## src/rtl/mem_stage_pkg.sv

```systemverilog
// Shared definitions for the MEM pipeline stage.
// Memory-op codes, bus widths, common constants, FSM state codes and small decode helpers.
package mem_stage_pkg;

    localparam int unsigned MemOpBus = 4;

    localparam logic [MemOpBus-1:0] MEM_NOP = 4'd0;
    localparam logic [MemOpBus-1:0] MEM_LB  = 4'd1;
    localparam logic [MemOpBus-1:0] MEM_LH  = 4'd2;
    localparam logic [MemOpBus-1:0] MEM_LW  = 4'd3;
    localparam logic [MemOpBus-1:0] MEM_LBU = 4'd4;
    localparam logic [MemOpBus-1:0] MEM_LHU = 4'd5;
    localparam logic [MemOpBus-1:0] MEM_SB  = 4'd6;
    localparam logic [MemOpBus-1:0] MEM_SH  = 4'd7;
    localparam logic [MemOpBus-1:0] MEM_SW  = 4'd8;

    localparam logic [31:0] ZeroWord   = 32'h0000_0000;
    localparam logic [4:0]  NopRegAddr = 5'd0;
    localparam logic        Enable     = 1'b1;
    localparam logic        Disable    = 1'b0;

    localparam logic [1:0] StIdle = 2'd0;
    localparam logic [1:0] StXfer = 2'd1;
    localparam logic [1:0] StWait = 2'd2;
    localparam logic [1:0] StDone = 2'd3;

    // Unknown encodings fall out as non-memory ops, i.e. ALU pass-through.
    function automatic logic is_mem_op(input logic [MemOpBus-1:0] op);
        return (op >= MEM_LB) && (op <= MEM_SW);
    endfunction

    function automatic logic is_store(input logic [MemOpBus-1:0] op);
        return (op == MEM_SB) || (op == MEM_SH) || (op == MEM_SW);
    endfunction

    // Index of the last byte of the access (N-1).
    function automatic logic [1:0] op_last(input logic [MemOpBus-1:0] op);
        logic [1:0] last;
        case (op)
            MEM_LH, MEM_LHU, MEM_SH: last = 2'd1;
            MEM_LW, MEM_SW:          last = 2'd3;
            default:                 last = 2'd0;
        endcase
        return last;
    endfunction

endpackage

```

## src/rtl/mem_load_ext.sv

```systemverilog
// Load data extension for the MEM stage.
// Ports:
//   op    - memory op of the completed load
//   data  - little-endian assembled load bytes (unused upper bytes are don't-care)
//   ext   - write-back value: sign-extended for LB/LH, zero-extended for LBU/LHU, raw for LW
module mem_load_ext
    import mem_stage_pkg::*;
(
    input  logic [MemOpBus-1:0] op,
    input  logic [31:0]         data,
    output logic [31:0]         ext
);

    always_comb begin
        ext = data;
        case (op)
            MEM_LB:  ext = {{24{data[7]}}, data[7:0]};
            MEM_LH:  ext = {{16{data[15]}}, data[15:0]};
            MEM_LBU: ext = {24'h00_0000, data[7:0]};
            MEM_LHU: ext = {16'h0000, data[15:0]};
            default: ext = data;
        endcase
    end

endmodule

```

## src/rtl/mem_stage.sv

```systemverilog
// MEM pipeline stage.
// ALU results pass straight through to MEM/WB; loads and stores run byte-serially on an
// 8-bit RAM port while stall_o holds the upstream pipeline.
// Ports:
//   clk, rst            - clock, synchronous active-high reset
//   rdy_i               - global ready, 0 freezes the access
//   memop_i, maddr_i, sdata_i, wreg_i, waddr_i, wdata_i - from EX/MEM register
//   mem_din_i           - RAM read byte (valid the cycle after its address)
//   mem_a_o, mem_dout_o, mem_wr_o - RAM byte address, write byte, write strobe
//   stall_o             - upstream stall request
//   wreg_o, waddr_o, wdata_o - to MEM/WB register
module mem_stage
    import mem_stage_pkg::*;
#(
    parameter int unsigned ADDR_W = 32
) (
    input  logic                clk,
    input  logic                rst,
    input  logic                rdy_i,
    input  logic [MemOpBus-1:0] memop_i,
    input  logic [ADDR_W-1:0]   maddr_i,
    input  logic [31:0]         sdata_i,
    input  logic                wreg_i,
    input  logic [4:0]          waddr_i,
    input  logic [31:0]         wdata_i,
    input  logic [7:0]          mem_din_i,
    output logic [ADDR_W-1:0]   mem_a_o,
    output logic [7:0]          mem_dout_o,
    output logic                mem_wr_o,
    output logic                stall_o,
    output logic                wreg_o,
    output logic [4:0]          waddr_o,
    output logic [31:0]         wdata_o
);

    logic [1:0]          state_q, state_d;
    logic [1:0]          cnt_q;
    logic [MemOpBus-1:0] op_q;
    logic [ADDR_W-1:0]   addr_q;
    logic [ADDR_W-1:0]   a_last_q;
    logic [31:0]         sdata_q;
    logic [4:0]          waddr_q;
    logic [31:0]         ld_q;

    logic [ADDR_W-1:0]   xfer_addr;
    logic [1:0]          last_idx;
    logic [1:0]          prev_idx;
    logic                st_q;
    logic [31:0]         ld_ext;

    assign xfer_addr = addr_q + ADDR_W'(cnt_q);
    assign last_idx  = op_last(op_q);
    assign prev_idx  = cnt_q - 2'd1;
    assign st_q      = is_store(op_q);

    mem_load_ext u_load_ext (
        .op   (op_q),
        .data (ld_q),
        .ext  (ld_ext)
    );

    always_comb begin
        state_d = state_q;
        case (state_q)
            StIdle: if (is_mem_op(memop_i)) state_d = StXfer;
            StXfer: if (cnt_q == last_idx) state_d = st_q ? StDone : StWait;
            StWait: state_d = StDone;
            default: state_d = StIdle;
        endcase
    end

    always_ff @(posedge clk) begin
        if (rst) begin
            state_q  <= StIdle;
            cnt_q    <= 2'd0;
            op_q     <= MEM_NOP;
            addr_q   <= '0;
            a_last_q <= '0;
            sdata_q  <= ZeroWord;
            waddr_q  <= NopRegAddr;
            ld_q     <= ZeroWord;
        end else if (rdy_i) begin
            state_q <= state_d;
            case (state_q)
                StIdle: begin
                    if (is_mem_op(memop_i)) begin
                        op_q    <= memop_i;
                        addr_q  <= maddr_i;
                        sdata_q <= sdata_i;
                        waddr_q <= waddr_i;
                        cnt_q   <= 2'd0;
                        ld_q    <= ZeroWord;
                    end
                end
                StXfer: begin
                    a_last_q <= xfer_addr;
                    cnt_q    <= cnt_q + 2'd1;
                    // Byte addressed in the previous XFER cycle is on mem_din_i now.
                    if (!st_q && (cnt_q != 2'd0)) begin
                        ld_q[{prev_idx, 3'b000} +: 8] <= mem_din_i;
                    end
                end
                StWait: begin
                    ld_q[{last_idx, 3'b000} +: 8] <= mem_din_i;
                end
                default: ;
            endcase
        end
    end

    always_comb begin
        wreg_o     = Disable;
        waddr_o    = NopRegAddr;
        wdata_o    = ZeroWord;
        stall_o    = Disable;
        mem_wr_o   = Disable;
        mem_a_o    = a_last_q;
        mem_dout_o = 8'h00;
        if (rst) begin
            mem_a_o = '0;
        end else begin
            case (state_q)
                StIdle: begin
                    if (is_mem_op(memop_i)) begin
                        stall_o = Enable;
                    end else begin
                        wreg_o  = wreg_i;
                        waddr_o = waddr_i;
                        wdata_o = wdata_i;
                    end
                end
                StXfer: begin
                    stall_o = Enable;
                    mem_a_o = xfer_addr;
                    if (st_q) begin
                        mem_wr_o   = rdy_i;
                        mem_dout_o = sdata_q[{cnt_q, 3'b000} +: 8];
                    end
                end
                StWait: begin
                    stall_o = Enable;
                end
                default: begin
                    if (!st_q) begin
                        wreg_o  = Enable;
                        waddr_o = waddr_q;
                        wdata_o = ld_ext;
                    end
                end
            endcase
        end
    end

endmodule
```

## config.mk

```make
export PLATFORM = sky130hd
export DESIGN_NAME = mem_stage
export DESIGN_NICKNAME = d
export VERILOG_FILES = /design/src/rtl/mem_stage_pkg.sv /design/src/rtl/mem_load_ext.sv /design/src/rtl/mem_stage.sv
export SDC_FILE = /design/constraint.sdc
export NUM_CORES = 1
export LEC_CHECK = 0
export BUFFER_PORTS_ARGS = -buffer_cell sky130_fd_sc_hd__buf_2
export CORE_AREA = 3 3 131 133
export CTS_BUF_LIST = sky130_fd_sc_hd__clkbuf_4 sky130_fd_sc_hd__clkbuf_8 sky130_fd_sc_hd__clkbuf_16
export DETAILED_ROUTE_END_ITERATION = 6
export DIE_AREA = 0 0 134 136
export MAX_ROUTING_LAYER = met4
export PLACE_DENSITY_LB_ADDON = 0.25
export RECOVER_POWER = 25
export SLEW_MARGIN = 15
export SYNTH_ARGS = -nofsm -noshare
export SYNTH_HDL_FRONTEND = slang
export SYNTH_SLANG_ARGS = --single-unit
```

## constraint.sdc

```tcl
create_clock -name clk -period 3.4 [get_ports clk]
set_clock_uncertainty 0.2 [all_clocks]
set_input_delay 0 -clock clk [delete_from_list [all_inputs] [get_ports clk]]
set_output_delay 0 -clock clk [all_outputs]
set_load 0.02 [all_outputs]
```

# After elaboration in Yosys (flattened, before gate mapping)
# Index checks and enable logic that the tools add are counted.
totals:
  ff_bits: 141
  inputBits: 117
  output_inout_bits: 80
  wordCells: 86
classes:
  add_sub_neg: 5
  n_lt_le_gt_ge: 2
  eq_ne: 14
  shifts: 5
  n_mux: 36
  reduce_logical: 16
op_table:
  columns: ["cell", "n"]
  rows:
  - ["$mux 32", 7]
  - ["$pmux 32 s4", 1]
  - ["$pmux 32 s3", 1]
  - ["$bwmux 32", 2]
  - ["$pmux 32 s2", 1]
  - ["$shift 8x7->32 const A", 2]
  - ["$shiftx 8x7->32", 2]
  - ["$add 32x2->32", 1]
  - ["$shiftx 32x6->8", 1]
  - ["$mux 8", 3]
  - ["$eq 4x3->1 const B", 4]
  - ["$mux 5", 3]
  - ["$neg 5->7", 2]
  - ["$pmux 5 s2", 1]
  - ["$mux 1", 9]
  - ["$reduce_and 3->1", 3]
  - ["$eq 4x2->1 const B", 2]
  - ["$pmux 2 s2", 2]
  - ["$mux 2", 3]
  - ["$ne 2x2->1 const B", 3]
  - ["$pmux 2 s3", 1]
  - ["$eq 4x1->1 const B", 1]
  - ["$eq 4x4->1 const B", 1]
  - ["$ge 4x1->1 const B", 1]
  - ["16 further kinds", 21]

# Longest topological paths before layout
# Gate-level depths: netlist (run 1).
logic_depth:
  ltp_word: 7
  ltp_mapped: 9
  mapped_depth_nobuf: 7

# Hierarchy
# From an unflattened synthesis (run 1), not the netlist that was laid out.
hier_totals:
  hier_cells: 1090
  area_unflattened_um2: 8240.4
by_module_without_submodules:
  columns: ["module", "n_inst", "cells_per_inst", "area_each_um2", "seq_area_each_um2"]
  rows:
  - ["mem_stage", 1, 1041, 7843.8, 2822.7]
  - ["mem_load_ext", 1, 49, 396.6, 0.0]

# Least setup slack after synthesis (run 1)
# Ideal clock, no wire load.
synth_path:
  path_type: "reg2reg"
  startpoint: "register cnt_q[1]"
  endpoint: "register ld_q[16]"
  setup_time_ns: 0.061
  t_arrival_ns: 2.367
  required_time_ns: 3.139
  path_slack_ns: 0.772
  path_stages_with_launch: 8
  n_path_buf: 1
  synth_period_minus_slack_ns: 2.628
  path_cell_list: "dfxtp_1 -> clkbuf_1 -> inv_1 -> ha_1 -> nor2_1 -> nand2_1 -> nor4_2 -> a22o_1"
synth_via:
  elab_chain_len: 6
  elab_cells_between_ends: 11
  classes_between: "add/sub (2); eq/ne (1); shift (2); mux (3); reduce/logical (3)"
synth_lines:
  columns: ["element", "line_no", "text"]
  rows:
  - ["start, declared", "mem_stage.sv:37", "logic [1:0] cnt_q;"]
  - ["start signal, assigned", "mem_stage.sv:97", "cnt_q <= cnt_q + 2'd1;"]
  - ["$sub 2x1->2", "mem_stage.sv:53", "assign prev_idx = cnt_q - 2'd1;"]
  - ["$neg 5->7", "mem_stage.sv:100", "ld_q[{prev_idx, 3'b000} +: 8] <= mem_din_i;"]
  - ["$shiftx 8x7->32 or $shift 8x7->32 (tied branches)", "mem_stage.sv:100", null]
  - ["$bwmux 32", "mem_stage.sv:100", null]
  - ["$mux 32", "mem_stage.sv:99", "if (!st_q && (cnt_q != 2'd0)) begin"]
  - ["$pmux 32 s3", "mem_stage.sv:84", "case (state_q)"]
  - ["end signal, assigned", "mem_stage.sv:92", "ld_q <= ZeroWord;"]
  - ["end signal, assigned by index", "mem_stage.sv:100", null]
  - ["end signal, assigned by index", "mem_stage.sv:104", "ld_q[{last_idx, 3'b000} +: 8] <= mem_din_i;"]
  - ["end, declared", "mem_stage.sv:43", "logic [31:0] ld_q;"]
# Parallel ways exist; a longest one is shown, timed or not. The select of a mux whose other input is x is not followed.
# A chain may end at the register's enable or synchronous reset.

# Final worst setup path (run 1)
layout_path:
  startpoint: "register op_q[3]"
  endpoint: "output waddr_o[3]"
layout_via:
  elab_chain_len: 6
  elab_cells_between_ends: 8
  classes_between: "eq/ne (3); mux (3); reduce/logical (2)"
layout_lines:
  columns: ["element", "line_no", "text"]
  rows:
  - ["start, declared", "mem_stage.sv:38", "logic [MemOpBus-1:0] op_q;"]
  - ["start signal, assigned", "mem_stage.sv:87", "op_q <= memop_i;"]
  - ["$eq 4x3->1", "mem_stage_pkg.sv:33", "return (op == MEM_SB) || (op == MEM_SH) || (op == MEM_SW);"]
  - ["$logic_or 1x1->1", "mem_stage_pkg.sv:33", null]
  - ["$logic_or 1x1->1 (*)", "mem_stage_pkg.sv:33", null]
  - ["$mux 5 (*)", "mem_stage.sv:144", "if (!st_q) begin"]
  - ["$pmux 5 s2 (*)", "mem_stage.sv:122", "case (state_q)"]
  - ["$mux 5 (*)", "mem_stage.sv:119", "if (rst) begin"]
  - ["end, declared", "mem_stage.sv:32", "output logic [4:0] waddr_o,"]
# Every way passes the cells marked *; elsewhere a longest branch is shown, timed or not.

==> reports/summary.txt, run 1 <==
Outcome: complete, no violations
GRT Residual Overflow: 0
Row Count: 46
CTS H-tree depth: 4
Final Hold Viols: 0
Num ports: 197
CTS tree: yes
Crit path largest cell delay: 0.67 ns
Flops & latches, synth: 141
Worst hold path type: primary input to flip-flop
Post-Route Setup TNS: 0 ns
Crit path launch type: flip-flop
Clock Latency Late Sink: 0.42 ns
Clock share of power: 31.9%
Vias per cell: 5.58
CP top delay family: simple AND/OR/NAND/NOR gates
Post-Syn Area: 8060 µm²
Worst EP arrival: 2.88 ns
Vias post-DR: 8564
Sequential fraction of the synthesis area: 35.0%
TritonRoute pass-1 iters: 5
Post-synth EDFFs: 0
Crit path kind: flip-flop to output pin
Psw: 2.29 mW
FILL cells: 1417
Iteration-0 DRC count of the detailed router: 624
Max cap viols: 0
Ys async rst share: 0%
Setup Slack @ Placement: 0.522 ns
Die Span X: 134 µm
Worst slew pin tran: 1.27 ns
Cell count after placement: 1415
Clock sink count: 141
Most area-consuming cells after synthesis: dfxtp_1 35%, nand2_1 11%, a21oi_1 7.0%
Leak pwr: 4.07 nW
Switching share of total power: 36.7%
P&R area growth vs syn: 31.7%
Post-DR wirelength/cell: 16.2 µm
Total track usage: 27.5%
Number of unique standard cell types used by synthesis: 65
Int Power: 3.94 mW
Final setup fails: 0
Post-synthesis cell count: 1072
Global-route wire length before repair: 39600 µm
Critical path data required time: 3.20 ns
Area leader, netlist: dfxtp_1
RePlAce Congestion: 0.939
Largest net degree at the start of global routing: 95
Maximum clock frequency: 0.325 GHz
Slew margin rel.: 15.6%
Share of cells above drive strength 1: 20.8%
PortBufs: 196
Unrepaired setup endpoints after global routing: no
Final period util: 90.5%
Initial antenna violation count: 0
Core area: 15900 µm²
Post-route DRC: 0
Die H: 136 µm
Comb power frac: 35.5%
CP max-delay cell: or4b_1
Post-synthesis net count: 1203
Final Instance Count excl. Fillers: 1535
Reg power frac: 32.6%
Crit path cell chain: or4b_1 -> nand2_2 -> and2_1 -> or2_2 -> a21oi_1 -> buf_2
Slew Limit Fails: 0
CP Capture Type: output pin
Main synth FF type: dfxtp_1
Synth top area share: 35.0%
Mean Syn Cell Area: 7.52 µm²
Root Driver: clkbuf_16
P per Cell Area: 586 nW/µm²
Die footprint: 18200 µm²
Clock-pin transition on the worst setup and hold timing paths: 0.06 ns
Maximum vdd drop: 0.442 mV
Final WL: 24800 µm
Final HPWL from detailed placement: 16800 µm
Net total in the final layout: 1437
N_diodes: 0
ANT nets after route: 0
Vias in the first global route: 7929
Initial Util: 50.6%
Num CTS Buffers: 17
Yosys Warn Count: 0
Worst-path fanout max: 22
Bufs on Longest Clock Path: 2
Final WS setup: 0.323 ns
Post-layout min period: 3.08 ns
Bufs and invs on worst path: 1
## flip-flops by register name, summed over array words and instances (netlist names)
name and cells:
op_q 4, cnt_q 2, waddr_q 5, state_q 2, a_last_q 32, addr_q 32, ld_q 32, sdata_q 32
## power groups by stage
stage	Sequential [mW]	Clock, mW	Combinational [mW]
after global routing	2.05	2.08	2.44
after global placement	2.05	0	2.09
after floorplan	2.00	0	1.56
final	2.03	1.98	2.21
after CTS	2.02	2.01	2.22
after detailed placement	2.06	0	2.13
## path summary, 6_finish.rpt
path,from,end,slack (ns),cells after the start
max,op_q[3],waddr_o[3],0.32,6
min,rst,ld_q[15],0.006,2
max reg2reg,state_q[0],ld_q[30],0.43,8
min reg2reg,ld_q[13],ld_q[13],0.25,2
## synth_stat cells, types with 9 or more instances
library cell / instances
a221oi_1: 15
clkbuf_1: 69
xnor2_1: 19
buf_2: 9
buf_1: 11
ha_1: 13
a21oi_1: 112
nand3_1: 13
xor2_1: 13
nand3b_1: 16
a211oi_1: 54
a22oi_1: 26
nand2_1: 238
and3_1: 13
nor2_1: 79
o21ai_0: 50
inv_1: 26
dfxtp_1: 141
nand2b_1: 10
nand4_1: 13
nor2b_1: 13
## placed cells by master, fill, tap and decap left out, types with 15 or more instances in the layout
| master | instances |
|---|---|
| nand2_1 | 237 |
| buf_2 | 192 |
| dfxtp_1 | 139 |
| a21oi_1 | 112 |
| dlygate4sd3_1 | 88 |
| nor2_1 | 79 |
| a211oi_1 | 54 |
| o21ai_0 | 50 |
| inv_1 | 26 |
| a22oi_1 | 26 |
| xnor2_1 | 19 |
| buf_4 | 19 |
| clkbuf_16 | 17 |
| nand3b_1 | 16 |
| a221oi_1 | 15 |
## metrics by stage
stage / area, µm² / hold WS [ns] / utilization (%) / power [mW]
2_1_floorplan: 8060 / -0.0743 / - / 3.56
3_3_place_gp: 9130 / 0.0433 / 57.3 / 4.14
3_5_place_dp: 9130 / 0.0451 / 57.3 / 4.18
4_1_cts: 10600 / 0.0278 / 66.7 / 6.25
5_1_grt: 10600 / 0.0566 / 66.6 / 6.57
6_report: 10600 / 0.00571 / 66.6 / 6.22
## worst register-to-register path: cells and delay by family (launching register included)
kind	cells	cell delay, ns
and+or+nand+nor	2	0.50
adders and majority gates	1	0.28
DFF	1	0.41
AOI/OAI and AO/OA	3	0.65
buffers and inverters	2	0.80
## logic make-up (layout without fill, tap and decap cells)
family                     count (synthesis)  after routing  share of synthesized area, %
DFF                                      141            141                          35.0
AOI/OAI and AO/OA                        315            315                          25.2
buffers and inverters                    117            364                          5.70
xor gates and xnor gates                  32             32                          3.48
and+or+nand+nor                          439            439                          25.3
muxes                                     14             14                          3.00
adders and majority gates                 14             14                          2.27
## what timing repair did
item,in CTS,in global routing
setup endpoints to repair,0,14
setup buffers,0,0
endpoints found under the hold margin,112,0
gates resized for setup,0,3
hold buffers,88,0
## area by class of cell
| type | instances | area, µm² | area share, % |
|---|---|---|---|
| timing repair buffer | 306 | 2010 | 19.0 |
| inverter | 26 | 97.6 | 0.919 |
| clock inverter | 11 | 165 | 1.56 |
| multi-input combinational | 814 | 4780 | 45.1 |
| sequential | 141 | 2830 | 26.6 |
| tap | 216 | 270 | 2.55 |
| clock buffer | 21 | 462 | 4.35 |
## per-layer routing
metal	part of all wire (%)	global-route usage (%)	up-vias
met5	0	-	-
met4	2.2	8.91	0
met3	7.0	6.00	48
met2	47	44.2	340
met1	44	34.6	3906
li1	-	-	4270
Power figures use the tool's default switching activity.
==> run 2: changes to the inputs <==
--- a/config.mk
+++ b/config.mk
@@ -5,6 +5,7 @@
 export SDC_FILE = /design/constraint.sdc
 export NUM_CORES = 1
 export LEC_CHECK = 0
+export ABC_CLOCK_PERIOD_IN_PS = 3600
 export BUFFER_PORTS_ARGS = -buffer_cell sky130_fd_sc_hd__buf_2
 export CORE_AREA = 3 3 131 133
 export CTS_BUF_LIST = sky130_fd_sc_hd__clkbuf_4 sky130_fd_sc_hd__clkbuf_8 sky130_fd_sc_hd__clkbuf_16
==> constraint.sdc (replaced) <==
create_clock -name clk -period 3.6 [get_ports clk]
set_clock_uncertainty 0.2 [all_clocks]
set_input_delay 0 -clock clk [delete_from_list [all_inputs] [get_ports clk]]
set_output_delay 0 -clock clk [all_outputs]
set_load 0.02 [all_outputs]
==> run 2 against run 1 <==
- first-iteration DRC count rose by 34%
- worst setup slack worse by 0.020 ns
- final cell count increased by 1.8%
- sequential power shrank 6%
- critical path depth unchanged
- utilization rose by 1.7 points
- via count increased by 2.4%
- wire length increased by 2.3%
- count of clock-buffer cells in the layout is 1 lower
- sequential share of layout area decreased by 0.66 points
- critical path type unchanged
- highest routed layer unchanged
==> reports/summary.txt, run 2 (same netlist as run 1, synthesis figures left out) <==
Outcome: complete, no violations
Final Hold Viols: 0
CTS tree: yes
CP max-delay cell: dfxtp_1
PortBufs: 196
Commonest non-fill, non-tap cell in the layout: nand2_1
Final Instance Count excl. Fillers: 1562
Initial antenna violation count: 1
Final HPWL from detailed placement: 16300 µm
Slew Limit Fails: 0
Max cap viols: 0
Maximum vdd drop: 0.372 mV
Post-layout min period: 3.30 ns
Hold WS: 0.142 ns
Largest net degree at the start of global routing: 66
Share of cells above drive strength 1: 20.1%
Maximum clock frequency: 0.303 GHz
Worst hold path type: primary input to output pin
Total track usage: 28.1%
Crit path largest cell delay: 0.70 ns
Reg power frac: 32.7%
Num CTS Buffers: 17
TritonRoute pass-1 iters: 6
Worst EP arrival: 3.10 ns
Setup bufs post-CTS: 0
GRT Residual Overflow: 0
Iteration-0 DRC count of the detailed router: 839
Leak pwr: 4.25 nW
Worst slew pin tran: 0.810 ns
Clock Latency Late Sink: 0.42 ns
Die footprint: 18200 µm²
Num ports: 197
Final period util: 91.6%
Initial Util: 50.6%
Die H: 136 µm
Final WL: 25400 µm
Vias per cell: 5.61
Clock share of power: 30.6%
Post-DR wirelength/cell: 16.2 µm
Pwr Total: 5.84 mW
Crit path kind: flip-flop to output pin
Most frequent cells in the layout: 238 x nand2_1, 192 x buf_2, 140 x dfxtp_1
Die Span X: 134 µm
Crit path cell chain: or4b_1 -> nand2_1 -> and2_1 -> or2_2 -> a21oi_1 -> buf_2
Vias post-DR: 8768
Core area: 15900 µm²
P&R area growth vs syn: 35.0%
Int Power: 3.67 mW
FILL cells: 1320
Sequential cell area: 2820 µm²
Psw: 2.17 mW
Crit path launch type: flip-flop
Clock-pin transition on the worst setup and hold timing paths: 0.06 ns
RePlAce Congestion: 0.897
ANT nets after route: 0
Clock sink count: 141
Bufs on Longest Clock Path: 2
Post-route DRC: 0
Slew margin rel.: 45.5%
Cell count after placement: 1410
Row Count: 46
Unrepaired setup endpoints after global routing: no
Comb power frac: 36.7%
Final setup fails: 0
CP Capture Type: output pin
Multi-input logic area: 4780 µm²
Worst-path fanout max: 19
Vias in the first global route: 8202
Switching share of total power: 37.1%
Root Driver: clkbuf_16
Critical path data required time: 3.40 ns
P per Cell Area: 537 nW/µm²
Global-route wire length before repair: 40600 µm
Net total in the final layout: 1464
CTS H-tree depth: 4
Post-Route Setup TNS: 0 ns
[run 2: final cells by class]
cell class              count  share of cell area (%)
repair buffers            333                    21.2
clock buffers              20                    4.17
inverters                  26                   0.897
well taps                 216                    2.48
diodes                      1                  0.0230
flip-flops and latches    141                    26.0
clock inverters            11                    1.31
multi-input cells         814                    43.9
[run 2: final timing paths]
path                                    from           end  slack, ns  cells past startpoint
worst max-delay path                 op_q[2]    waddr_o[2]       0.30                      6
worst min register to register  a_last_q[31]  a_last_q[31]       0.26                      2
worst min-delay path             wdata_i[28]   wdata_o[28]       0.14                      4
worst max register to register    state_q[0]   sdata_q[20]       0.46                      7
[run 2: power groups by stage]
| stage | sequential [mW] | clock, mW | combinational, mW |
|---|---|---|---|
| CTS | 1.91 | 1.81 | 2.12 |
| global placement | 1.93 | 0 | 1.96 |
| floorplan | 1.89 | 0 | 1.47 |
| global route | 1.94 | 1.87 | 2.36 |
| detailed placement | 1.94 | 0 | 1.98 |
| finish | 1.91 | 1.79 | 2.14 |
[run 2: metal layers]
| metal | wire length [µm] | vias up | global-route usage (%) |
|---|---|---|---|
| li1 | - | 4320 | - |
| met3 | 1540 | 52 | 4.63 |
| met5 | 0 | - | - |
| met2 | 12000 | 343 | 45.8 |
| met1 | 11200 | 4053 | 35.9 |
| met4 | 599 | 0 | 9.14 |
[run 2: critical path, delay by kind of cell, from the launching register on]
family,cells,cell delay (ns)
buf+inv,1,0.19
flops,1,0.70
compound gates,1,0.19
simple gates,4,1.59
[run 2: stage by stage]
stage | instance area, µm² | utilization [%] | setup WS [ns]
3_5_place_dp | 9090 | 57.0 | 0.701
2_1_floorplan | 8060 | - | 0.972
4_1_cts | 10900 | 68.3 | 0.239
3_3_place_gp | 9090 | 57.0 | 0.766
6_report | 10900 | 68.2 | 0.303
5_1_grt | 10900 | 68.2 | 0.0967
[run 2: what timing repair did]
action	CTS	global route
endpoints found under the setup margin	0	10
hold buffers	120	0
hold endpoints to repair	112	0
resized for setup	0	1
